### src/rtl/phase_slot_scheduler_pkg.sv
// Shared types and helpers for the phase-locked slot scheduler.
package phase_slot_scheduler_pkg;

    typedef enum logic [1:0] {
        HUNT   = 2'd0,
        ACQ    = 2'd1,
        LOCKED = 2'd2
    } state_e;

    localparam int ERR_W = 8;

    function automatic int clog2(input int v);
        int r;
        r = 0;
        for (int i = 0; i < 31; i++) begin
            if ((1 << i) < v) r = i + 1;
        end
        return r;
    endfunction

endpackage

### src/rtl/phase_slot_scheduler_rr_arbiter.sv
// Cyclic first-set-bit arbiter starting at a pointer; reusable by other schedulers.
module rr_arbiter
    import phase_slot_scheduler_pkg::*;
#(
    parameter int NUM_REQ = 4,
    localparam int PW = (NUM_REQ > 1) ? clog2(NUM_REQ) : 1
) (
    input  logic [NUM_REQ-1:0] req_i,
    input  logic               en_i,
    input  logic [PW-1:0]      ptr_i,
    output logic [NUM_REQ-1:0] gnt_o,
    output logic [PW-1:0]      ptr_nxt_o
);

    logic found;

    // Two passes: indices at/after the pointer, then the wrapped ones.
    always_comb begin
        gnt_o     = '0;
        ptr_nxt_o = ptr_i;
        found     = 1'b0;
        for (int j = 0; j < NUM_REQ; j++) begin
            if (en_i && !found && j >= int'(ptr_i) && req_i[j]) begin
                found     = 1'b1;
                gnt_o[j]  = 1'b1;
                ptr_nxt_o = PW'((j + 1 == NUM_REQ) ? 0 : j + 1);
            end
        end
        for (int j = 0; j < NUM_REQ; j++) begin
            if (en_i && !found && j < int'(ptr_i) && req_i[j]) begin
                found     = 1'b1;
                gnt_o[j]  = 1'b1;
                ptr_nxt_o = PW'(j + 1);
            end
        end
    end

endmodule

### src/rtl/phase_slot_scheduler.sv
// Locks onto a periodic phase pulse, tracks the slot index and issues one
// round-robin grant per sync period at a fixed slot.
module phase_slot_scheduler
    import phase_slot_scheduler_pkg::*;
#(
    parameter int MULT       = 4,
    parameter int NUM_REQ    = 4,
    parameter int LOCK_COUNT = 3,
    parameter int GRANT_SLOT = 1,
    localparam int SW = clog2(MULT),
    localparam int PW = (NUM_REQ > 1) ? clog2(NUM_REQ) : 1
) (
    input  logic               clk_i,
    input  logic               rst_n_i,
    input  logic               phase_i,
    input  logic [NUM_REQ-1:0] req_i,
    output logic [NUM_REQ-1:0] gnt_o,
    output logic [SW-1:0]      slot_o,
    output logic               locked_o,
    output logic [ERR_W-1:0]   err_cnt_o
);

    state_e             state_q, state_d;
    logic [SW-1:0]      c_q, c_d, c_inc;
    logic [SW-1:0]      slot_q, slot_d;
    logic [3:0]         good_q, good_d, good_inc;
    logic [ERR_W-1:0]   err_q, err_d;
    logic               locked_q;
    logic [NUM_REQ-1:0] gnt_q, gnt_c;
    logic [PW-1:0]      ptr_q, ptr_nxt;
    logic               mismatch, arb_en;

    always_comb begin
        state_d  = state_q;
        good_d   = good_q;
        err_d    = err_q;
        good_inc = good_q + 4'd1;
        mismatch = phase_i ^ (c_q == '0);
        c_inc    = (c_q == SW'(MULT - 1)) ? '0 : c_q + SW'(1);
        unique case (state_q)
            HUNT: begin
                if (phase_i) begin
                    good_d  = 4'd1;
                    state_d = (LOCK_COUNT == 1) ? LOCKED : ACQ;
                end
            end
            ACQ: begin
                if (!mismatch) begin
                    if (phase_i) begin
                        good_d = good_inc;
                        if (good_inc == 4'(LOCK_COUNT)) state_d = LOCKED;
                    end
                end else if (phase_i) begin
                    good_d  = 4'd1;
                    state_d = (LOCK_COUNT == 1) ? LOCKED : ACQ;
                end else begin
                    good_d  = 4'd0;
                    state_d = HUNT;
                end
            end
            LOCKED: begin
                if (mismatch) begin
                    if (err_q != '1) err_d = err_q + 1'b1;
                    if (phase_i) begin
                        good_d  = 4'd1;
                        state_d = (LOCK_COUNT == 1) ? LOCKED : ACQ;
                    end else begin
                        good_d  = 4'd0;
                        state_d = HUNT;
                    end
                end
            end
            default: begin
                good_d  = 4'd0;
                state_d = HUNT;
            end
        endcase
        // Any phase pulse realigns so the following cycle is slot 1.
        c_d    = phase_i ? SW'(1) : ((state_d == HUNT) ? '0 : c_inc);
        slot_d = phase_i ? '0 : c_q;
        arb_en = (state_q == LOCKED) && !mismatch
                 && (slot_d == SW'(GRANT_SLOT));
    end

    rr_arbiter #(.NUM_REQ(NUM_REQ)) u_arb (
        .req_i    (req_i),
        .en_i     (arb_en),
        .ptr_i    (ptr_q),
        .gnt_o    (gnt_c),
        .ptr_nxt_o(ptr_nxt)
    );

    always_ff @(posedge clk_i or negedge rst_n_i) begin
        if (!rst_n_i) begin
            state_q  <= HUNT;
            c_q      <= '0;
            slot_q   <= '0;
            good_q   <= '0;
            err_q    <= '0;
            locked_q <= 1'b0;
            gnt_q    <= '0;
            ptr_q    <= '0;
        end else begin
            state_q  <= state_d;
            c_q      <= c_d;
            slot_q   <= slot_d;
            good_q   <= good_d;
            err_q    <= err_d;
            locked_q <= (state_d == LOCKED);
            gnt_q    <= gnt_c;
            ptr_q    <= ptr_nxt;
        end
    end

    assign gnt_o     = gnt_q;
    assign slot_o    = slot_q;
    assign locked_o  = locked_q;
    assign err_cnt_o = err_q;

endmodule

### config.mk
export PLATFORM = sky130hd
export DESIGN_NAME = phase_slot_scheduler
export DESIGN_NICKNAME = d
export VERILOG_FILES = /design/src/rtl/phase_slot_scheduler_pkg.sv /design/src/rtl/phase_slot_scheduler_rr_arbiter.sv /design/src/rtl/phase_slot_scheduler.sv
export SDC_FILE = /design/constraint.sdc
export NUM_CORES = 1
export LEC_CHECK = 0
export ABC_AREA = 1
export ABC_CLOCK_PERIOD_IN_PS = 2500
export CORE_MARGIN = 2
export CORE_UTILIZATION = 43
export CTS_BUF_LIST = sky130_fd_sc_hd__clkbuf_4
export CTS_CLUSTER_DIAMETER = 80
export DETAILED_ROUTE_END_ITERATION = 6
export PLACE_DENSITY = 0.72
export SLEW_MARGIN = 15
export SYNTH_ARGS = -nofsm -noshare
export SYNTH_HDL_FRONTEND = slang
export SYNTH_HIERARCHICAL = 1
export SYNTH_SLANG_ARGS = --single-unit
### constraint.sdc
create_clock -name clk_i -period 2.5 [get_ports clk_i]
set_input_delay 0.5 -clock clk_i [delete_from_list [all_inputs] [get_ports clk_i]]
set_output_delay 0.5 -clock clk_i [all_outputs]
set_load 0.05 [all_outputs]
==> results of run 1 <==
-- metrics by stage --
step                setup WS (ps)  power (mW)
global route                 6.98        1.81
finish                        192        1.66
floorplan                     410        1.23
global placement            -67.5        1.46
CTS                           203        1.68
detailed placement           -132        1.49
-- final cells by class --
class / instances / share of cell area [%]
multi-input combinational: 115 / 37.8
clock buffer: 3 / 1.29
sequential: 25 / 35.9
inverter: 32 / 6.89
tap: 44 / 3.16
timing repair buffer: 27 / 14.6
clock inverter: 1 / 0.287
-- registers in the layout (all words and copies together), names as in the netlist --
register	count
c_q	2
locked_o	1
err_cnt_o	8
ptr_q	2
gnt_o	4
state_q	2
good_q	4
slot_o	2
-- metal layers --
metal | GRT usage (%) | vias to the layer above | share of wire, %
met5 | 0 | - | 0
li1 | - | 594 | -
met1 | 22.0 | 541 | 44
met3 | 3.78 | 2 | 3.8
met2 | 28.4 | 26 | 51
met4 | 6.52 | 0 | 0.62
-- where the power goes --
group | internal [mW] | leakage (nW) | switching (mW)
clock | 0.0600 | 0.0177 | 0.122
sequential | 0.515 | 0.319 | 0.118
combinational | 0.290 | 0.588 | 0.553
total | 0.864 | 0.925 | 0.793
-- worst paths after layout --
kind | slack (ps) | cells after the start | endpoint
max in group asynchronous | 1730 | 2 | gnt_o[3]$_DFF_PN0_
setup / recovery | 190 | 15 | ptr_q[0]$_DFF_PN0_
hold reg to reg | 510 | 1 | err_cnt_o[6]$_DFFE_PN0P_
hold / removal | 510 | 1 | err_cnt_o[6]$_DFFE_PN0P_
setup reg to reg | 240 | 16 | ptr_q[0]$_DFF_PN0_
min in group asynchronous | 520 | 2 | good_q[2]$_DFFE_PN0P_
-- placed cells by master (no fill, tap or decap), drive strengths merged --
master,synthesis,routed
nand2,51,51
inv,32,32
dfrtp,25,25
clkdlybuf4s50,0,21
nor2,21,21
nand3,11,11
o21ai,7,7
ha,6,6
buf,0,6
xor2,5,5
nand4,5,5
clkbuf,0,3
o22ai,2,2
xnor2,2,2
a21oi,2,2
nor3,1,1
nor4,1,1
clkinv,0,1
nand3b,1,1
-- kinds of logic (layout without fill, tap and decap cells) --
logic type | after synthesis | after routing | synth area share [%]
AOI/OAI and AO/OA | 11 | 11 | 4.90
and+or+nand+nor | 91 | 91 | 32.3
adders and majority gates | 6 | 6 | 5.34
DFF | 25 | 25 | 44.5
buffers and inverters | 32 | 63 | 8.55
xor gates and xnor gates | 7 | 7 | 4.36
==> impl_metrics.ini, run 1 <==
[drt]
num_vias = 1163
dr.pass1.iters = 4
drtAntennaViolNets = 0
wl_microns = 2730
post-route-drc-count = 0
wire_per_inst_microns = 11.0
vias_per_cell = 4.71
drtIter0Drc = 65

[logic_synthesis]
async_reset_ff_share_pct = 100
synthFlopType = dfrtp_1
synth_edf_count = 0
synthCells = 172
ys_ff_latch = 25
yosysUniqueCellTypes = 23
synth_top_area_cell = dfrtp_1
synth_area_leaders = dfrtp_1 45%, nand2_1 13%, inv_1 6.7%
yosysMostFrequentCell = nand2_1
syn_nets = 185
yosysWarnings = 6
synth_area_per_cell_sq_um = 8.17
netlist_top_cells_count = 48 x nand2_1, 25 x dfrtp_1, 25 x inv_1, 12 x nor2_1, 9 x nand3_1
synth_area_sq_um = 1410
yosysTopAreaCellShare_pct = 44.5
ys_seq_area_share_pct = 44.5

[critical_path]
setup.worst_path.start = phase_i
critPathRequiredTime_ps = 2730
crit_chain = clkdlybuf4s50_1 > inv_2 > ha_1 > nor2_2 > nand2_1 > nor2_1 > inv_1 > nor2_2 > nand2_1 > nand3_1 > nand2_1 > nand2_1 > nand2_1 > nand2_1 > inv_1
slowest_delay_ps = 490
crit_slowest_cell = clkdlybuf4s50_1
critPathKind = input pin to flop
crit_family = simple AND/OR/NAND/NOR gates
cp_common_cell = nand2_1
worstSetupStartpointType = input pin
cp-end-kind = flop
cp.arrival_ps = 2540
path_buf_inv = 4
r2r-start = c_q[0]$_DFF_PN0_
crit_path_max_fanout = 4

[floorplan]
core_sq_um = 3080
initial_utilization_pct = 45.7
fp-row-count = 20
design.die.area_sq_um = 3740
die_w_microns = 61.2
io_pins = 22
die_y_microns = 61.2

[timing]
setup_tns_ps = 0
timing.fmax_ghz = 0.433
hold_ws_ps = 512
finalMaxSlewViolations = 0
hold_viol = 0
clock_skew_ps = 2.47
finalSetupViolCount = 0
fin_crit_sh_pct = 92.3
rsz0062_at_grt = false
finalCriticalPeriod_ps = 2310
relSlewSlack_pct = 65.7
worstMarginPinSlew_ps = 512

[clocking]
cts_buffers = 3
path_clk_slew_ps = 140
cts_max_level = 1
post_cts_buffers = 0
clock_latency_ps = 320
cts_tree = done
cts_hold_buf = 0
cts.sinks = 25
cts_buffer_depth = 2
root_buffer = clkbuf_4
ctsResizeCount = 0

[global_routing]
grt_max_degree = 26
track_usage_pct = 17.2
antenna_found_initial = 0
grt_pass1_wl_microns = 4780
gr-total-overflow = 0
grt_pass1_vias = 1134

[layout]
regArea_sq_um = 626
multi_input_area_sq_um = 659
diodes = 0
finalInstanceArea_sq_um = 1740
fillers = 298
drive_gt1_share_pct = 17.7
fin_cells = 247
utilization_pct = 56.6
fin_nets = 217
syn_to_final_growth_pct = 24.0

[pwr]
ir_worst_vdd_uv = 700
leakage_nw = 0.925
p_per_area_nw_per_um2 = 951

[placed_design]
gp_congestion = 0.926
place_inst = 243
portBuffers = 21
placed_cell_area_sq_um = 1720
dp_hpwl_microns = 2100

[status]
status = finished clean

[worst_hold_path]
min-delay-start = err_cnt_o[6]$_DFFE_PN0P_
min_path_type = flop to flop

[flow_run]
drv_cap = 0
No activity file was read; power rests on OpenSTA's default activity.
==> run 2: changes to the inputs <==
--- a/config.mk
+++ b/config.mk
@@ -13,7 +13,6 @@
 export CTS_CLUSTER_DIAMETER = 80
 export DETAILED_ROUTE_END_ITERATION = 6
 export PLACE_DENSITY = 0.72
-export SLEW_MARGIN = 15
 export SYNTH_ARGS = -nofsm -noshare
 export SYNTH_HDL_FRONTEND = slang
 export SYNTH_HIERARCHICAL = 1
==> results of run 2 <==
Final layout, timing and power as in run 1 (identical DEF).
==> run 3: changes to the inputs <==
--- a/config.mk
+++ b/config.mk
@@ -7,13 +7,14 @@
 export LEC_CHECK = 0
 export ABC_AREA = 1
 export ABC_CLOCK_PERIOD_IN_PS = 2500
+export CELL_PAD_IN_SITES_DETAIL_PLACEMENT = 1
+export CELL_PAD_IN_SITES_GLOBAL_PLACEMENT = 1
 export CORE_MARGIN = 2
-export CORE_UTILIZATION = 43
+export CORE_UTILIZATION = 41
 export CTS_BUF_LIST = sky130_fd_sc_hd__clkbuf_4
 export CTS_CLUSTER_DIAMETER = 80
 export DETAILED_ROUTE_END_ITERATION = 6
-export PLACE_DENSITY = 0.72
+export PLACE_DENSITY = 0.86
 export SYNTH_ARGS = -nofsm -noshare
 export SYNTH_HDL_FRONTEND = slang
-export SYNTH_HIERARCHICAL = 1
 export SYNTH_SLANG_ARGS = --single-unit
==> run 3 against run 2 <==
Net effect: critical path depth decreased by 14; first-iteration DRC count decreased by 57%; wire length up 6.9%; synthesized cell count decreased by 17%; area after synthesis fell by 5.1%; core utilization shrank 2.7 points; clock skew increased by 8.3 ps; highest routed layer unchanged; sequential cell count did not move.
==> impl_metrics.ini, run 3 <==
[status]
status = finished clean

[critical_path]
crit_family = buffers and inverters
crit_chain = clkdlybuf4s50_1
cp-end-kind = output port
crit_path_max_fanout = 5
slowest_delay_ps = 840
path_buf_inv = 1
critPathKind = flop to output port
crit_slowest_cell = clkdlybuf4s50_1
reg2reg_depth = 11
crit_cells = 1
critPathRequiredTime_ps = 2000
worstSetupStartpointType = flop
cp.arrival_ps = 1620

[logic_synthesis]
ys_ff_latch = 25
async_reset_ff_share_pct = 100
yosysMostFrequentCell = dfrtp_1
yosysTopAreaCellShare_pct = 46.9
yosysUniqueCellTypes = 25
yosysWarnings = 0
synthCells = 142
synth_edf_count = 0
synth_top_area_cell = dfrtp_1
netlist_top_cells_count = 25 x dfrtp_1, 22 x nand2_1, 19 x inv_1, 11 x nor2_1, 9 x o21ai_0
ys_seq_area_share_pct = 46.9
synth_area_per_cell_sq_um = 9.39
synth_area_leaders = dfrtp_1 47%, nand2_1 6.2%, ha_1 5.6%
syn_nets = 155
synthFlopType = dfrtp_1
synth_area_sq_um = 1330

[clocking]
post_cts_buffers = 0
path_clk_slew_ps = 130
root_buffer = clkbuf_4
cts_buffers = 3
cts_tree = done
cts_hold_buf = 0
cts_max_level = 1
clock_latency_ps = 320
ctsResizeCount = 0
cts.sinks = 25
cts_buffer_depth = 2

[layout]
syn_to_final_growth_pct = 24.4
drive_gt1_share_pct = 17.5
layout_common_cells = 25 x dfrtp_1, 22 x nand2_1, 21 x clkdlybuf4s50_1
diodes = 0
fin_cells = 215
multi_input_area_sq_um = 622
layout_commonest_cell = dfrtp_1
largest_reg_flops = 8
fillers = 365
fin_nets = 185
regArea_sq_um = 626

[timing]
worstMarginPinSlew_ps = 508
finalCriticalPeriod_ps = 2120
clock_skew_ps = 10.8
fin_crit_sh_pct = 84.6
rsz0062_at_grt = false
relSlewSlack_pct = 66.0
hold_viol = 0
finalSetupViolCount = 0
setup_tns_ps = 0
timing.fmax_ghz = 0.473
finalMaxSlewViolations = 0

[pwr]
clkPwrFrac_pct = 12.2
p_per_area_nw_per_um2 = 926
intPower_uw = 833
comb_power_share_pct = 47.6
switchingPower_uw = 704
leakage_nw = 0.861
ir_worst_vdd_uv = 394
sw_frac_of_total_pct = 45.8
seqPwrFrac_pct = 40.2

[floorplan]
fp-row-count = 20
io_pins = 22
die_y_microns = 61.0
core_sq_um = 3080
design.die.area_sq_um = 3730
die_w_microns = 61.0
initial_utilization_pct = 43.3

[flow_run]
drv_cap = 0

[global_routing]
track_usage_pct = 18.3
grt_pass1_vias = 1148
antenna_found_initial = 0
grt_pass1_wl_microns = 4890
grt_max_degree = 26
gr-total-overflow = 0

[placed_design]
dp_hpwl_microns = 2410
place_inst = 211
portBuffers = 21
gp_congestion = 0.883

[drt]
vias_per_cell = 4.83
num_vias = 1038
wire_per_inst_microns = 13.5
dr.pass1.iters = 4
drtAntennaViolNets = 0
drtIter0Drc = 28
wl_microns = 2910
post-route-drc-count = 0

[worst_hold_path]
min_path_type = input pin to asynchronous set/reset pin
==> run 3: cell types whose count changed in the layout (fill, tap and decap cells not counted), moves of 3 or more <==
| cell | change |
|---|---|
| o21ai_1 | -3 |
| nor2_2 | -3 |
| a21oi_1 | +3 |
| inv_1 | -6 |
| nand2_1 | -26 |
| inv_2 | -3 |
| o21ai_0 | +5 |
==> run 3: path summary, 6_finish.rpt <==
check | from | slack [ps] | end
worst max register to register | c_q[1]$_DFF_PN0_ | 390 | gnt_o[0]$_DFF_PN0_
min in group clk_i | err_cnt_o[6]$_DFFE_PN0P_ | 530 | err_cnt_o[6]$_DFFE_PN0P_
worst max-delay path | err_cnt_o[4]$_DFFE_PN0P_ | 380 | err_cnt_o[4]
worst min-delay path | rst_n_i | 530 | good_q[2]$_DFFE_PN0P_
max in group asynchronous | rst_n_i | 1720 | err_cnt_o[3]$_DFFE_PN0P_
worst min register to register | err_cnt_o[6]$_DFFE_PN0P_ | 530 | err_cnt_o[6]$_DFFE_PN0P_
==> run 3: kinds of logic (layout without fill, tap and decap cells) <==
logic type | after synthesis | count (layout) | synth area share, %
buf+inv | 23 | 52 | 6.47
mux | 1 | 1 | 0.844
xor+xnor | 9 | 9 | 5.91
fa+ha+maj | 6 | 6 | 5.63
compound gates | 17 | 17 | 7.32
flops | 25 | 25 | 46.9
simple gates | 61 | 61 | 26.9
==> run 3: power groups by stage <==
stage               Combinational [mW]  Clock (mW)  Sequential (mW)
floorplan                        0.372           0            0.744
global placement                 0.693           0            0.615
detailed placement               0.738           0            0.628
CTS                              0.742       0.198            0.621
global route                     0.823       0.208            0.635
finish                           0.731       0.187            0.618
==> run 3: area by class of cell <==
type                    count  share of cell area, %
repair buffers             25                   14.5
inverters                  23                   5.20
multi-input cells          94                   37.5
clock buffers               4                   1.81
well taps                  44                   3.32
flip-flops and latches     25                   37.7
==> run 3: per-layer routing <==
metal  up-vias  global-route usage (%)  routed length [microns]
met2        22                    33.9                     1570
met3         7                    1.89                       57
met5         -                       0                        0
met1       496                    21.2                     1220
met4         0                    7.76                       70
li1        513                       -                        -
==> run 3: worst register-to-register path, delay by kind of cell, from the launching register on <==
| family | cells | cell delay (ps) |
|---|---|---|
| compound gates | 1 | 180 |
| fa+ha+maj | 2 | 490 |
| buf+inv | 3 | 290 |
| flops | 1 | 410 |
| simple gates | 5 | 660 |
==> run 3: stage by stage <==
step / area [sq um] / worst slack [ps] / hold WS, ps / total power, mW / utilization, %
detailed placement: 1630 / 80.5 / 508 / 1.37 / 52.9
global placement: 1630 / 150 / 484 / 1.31 / 52.9
floorplan: 1330 / 611 / 204 / 1.12 / -
finish: 1660 / 384 / 526 / 1.54 / 53.9
CTS: 1660 / 365 / 529 / 1.56 / 53.9
global route: 1660 / 187 / 544 / 1.67 / 53.9
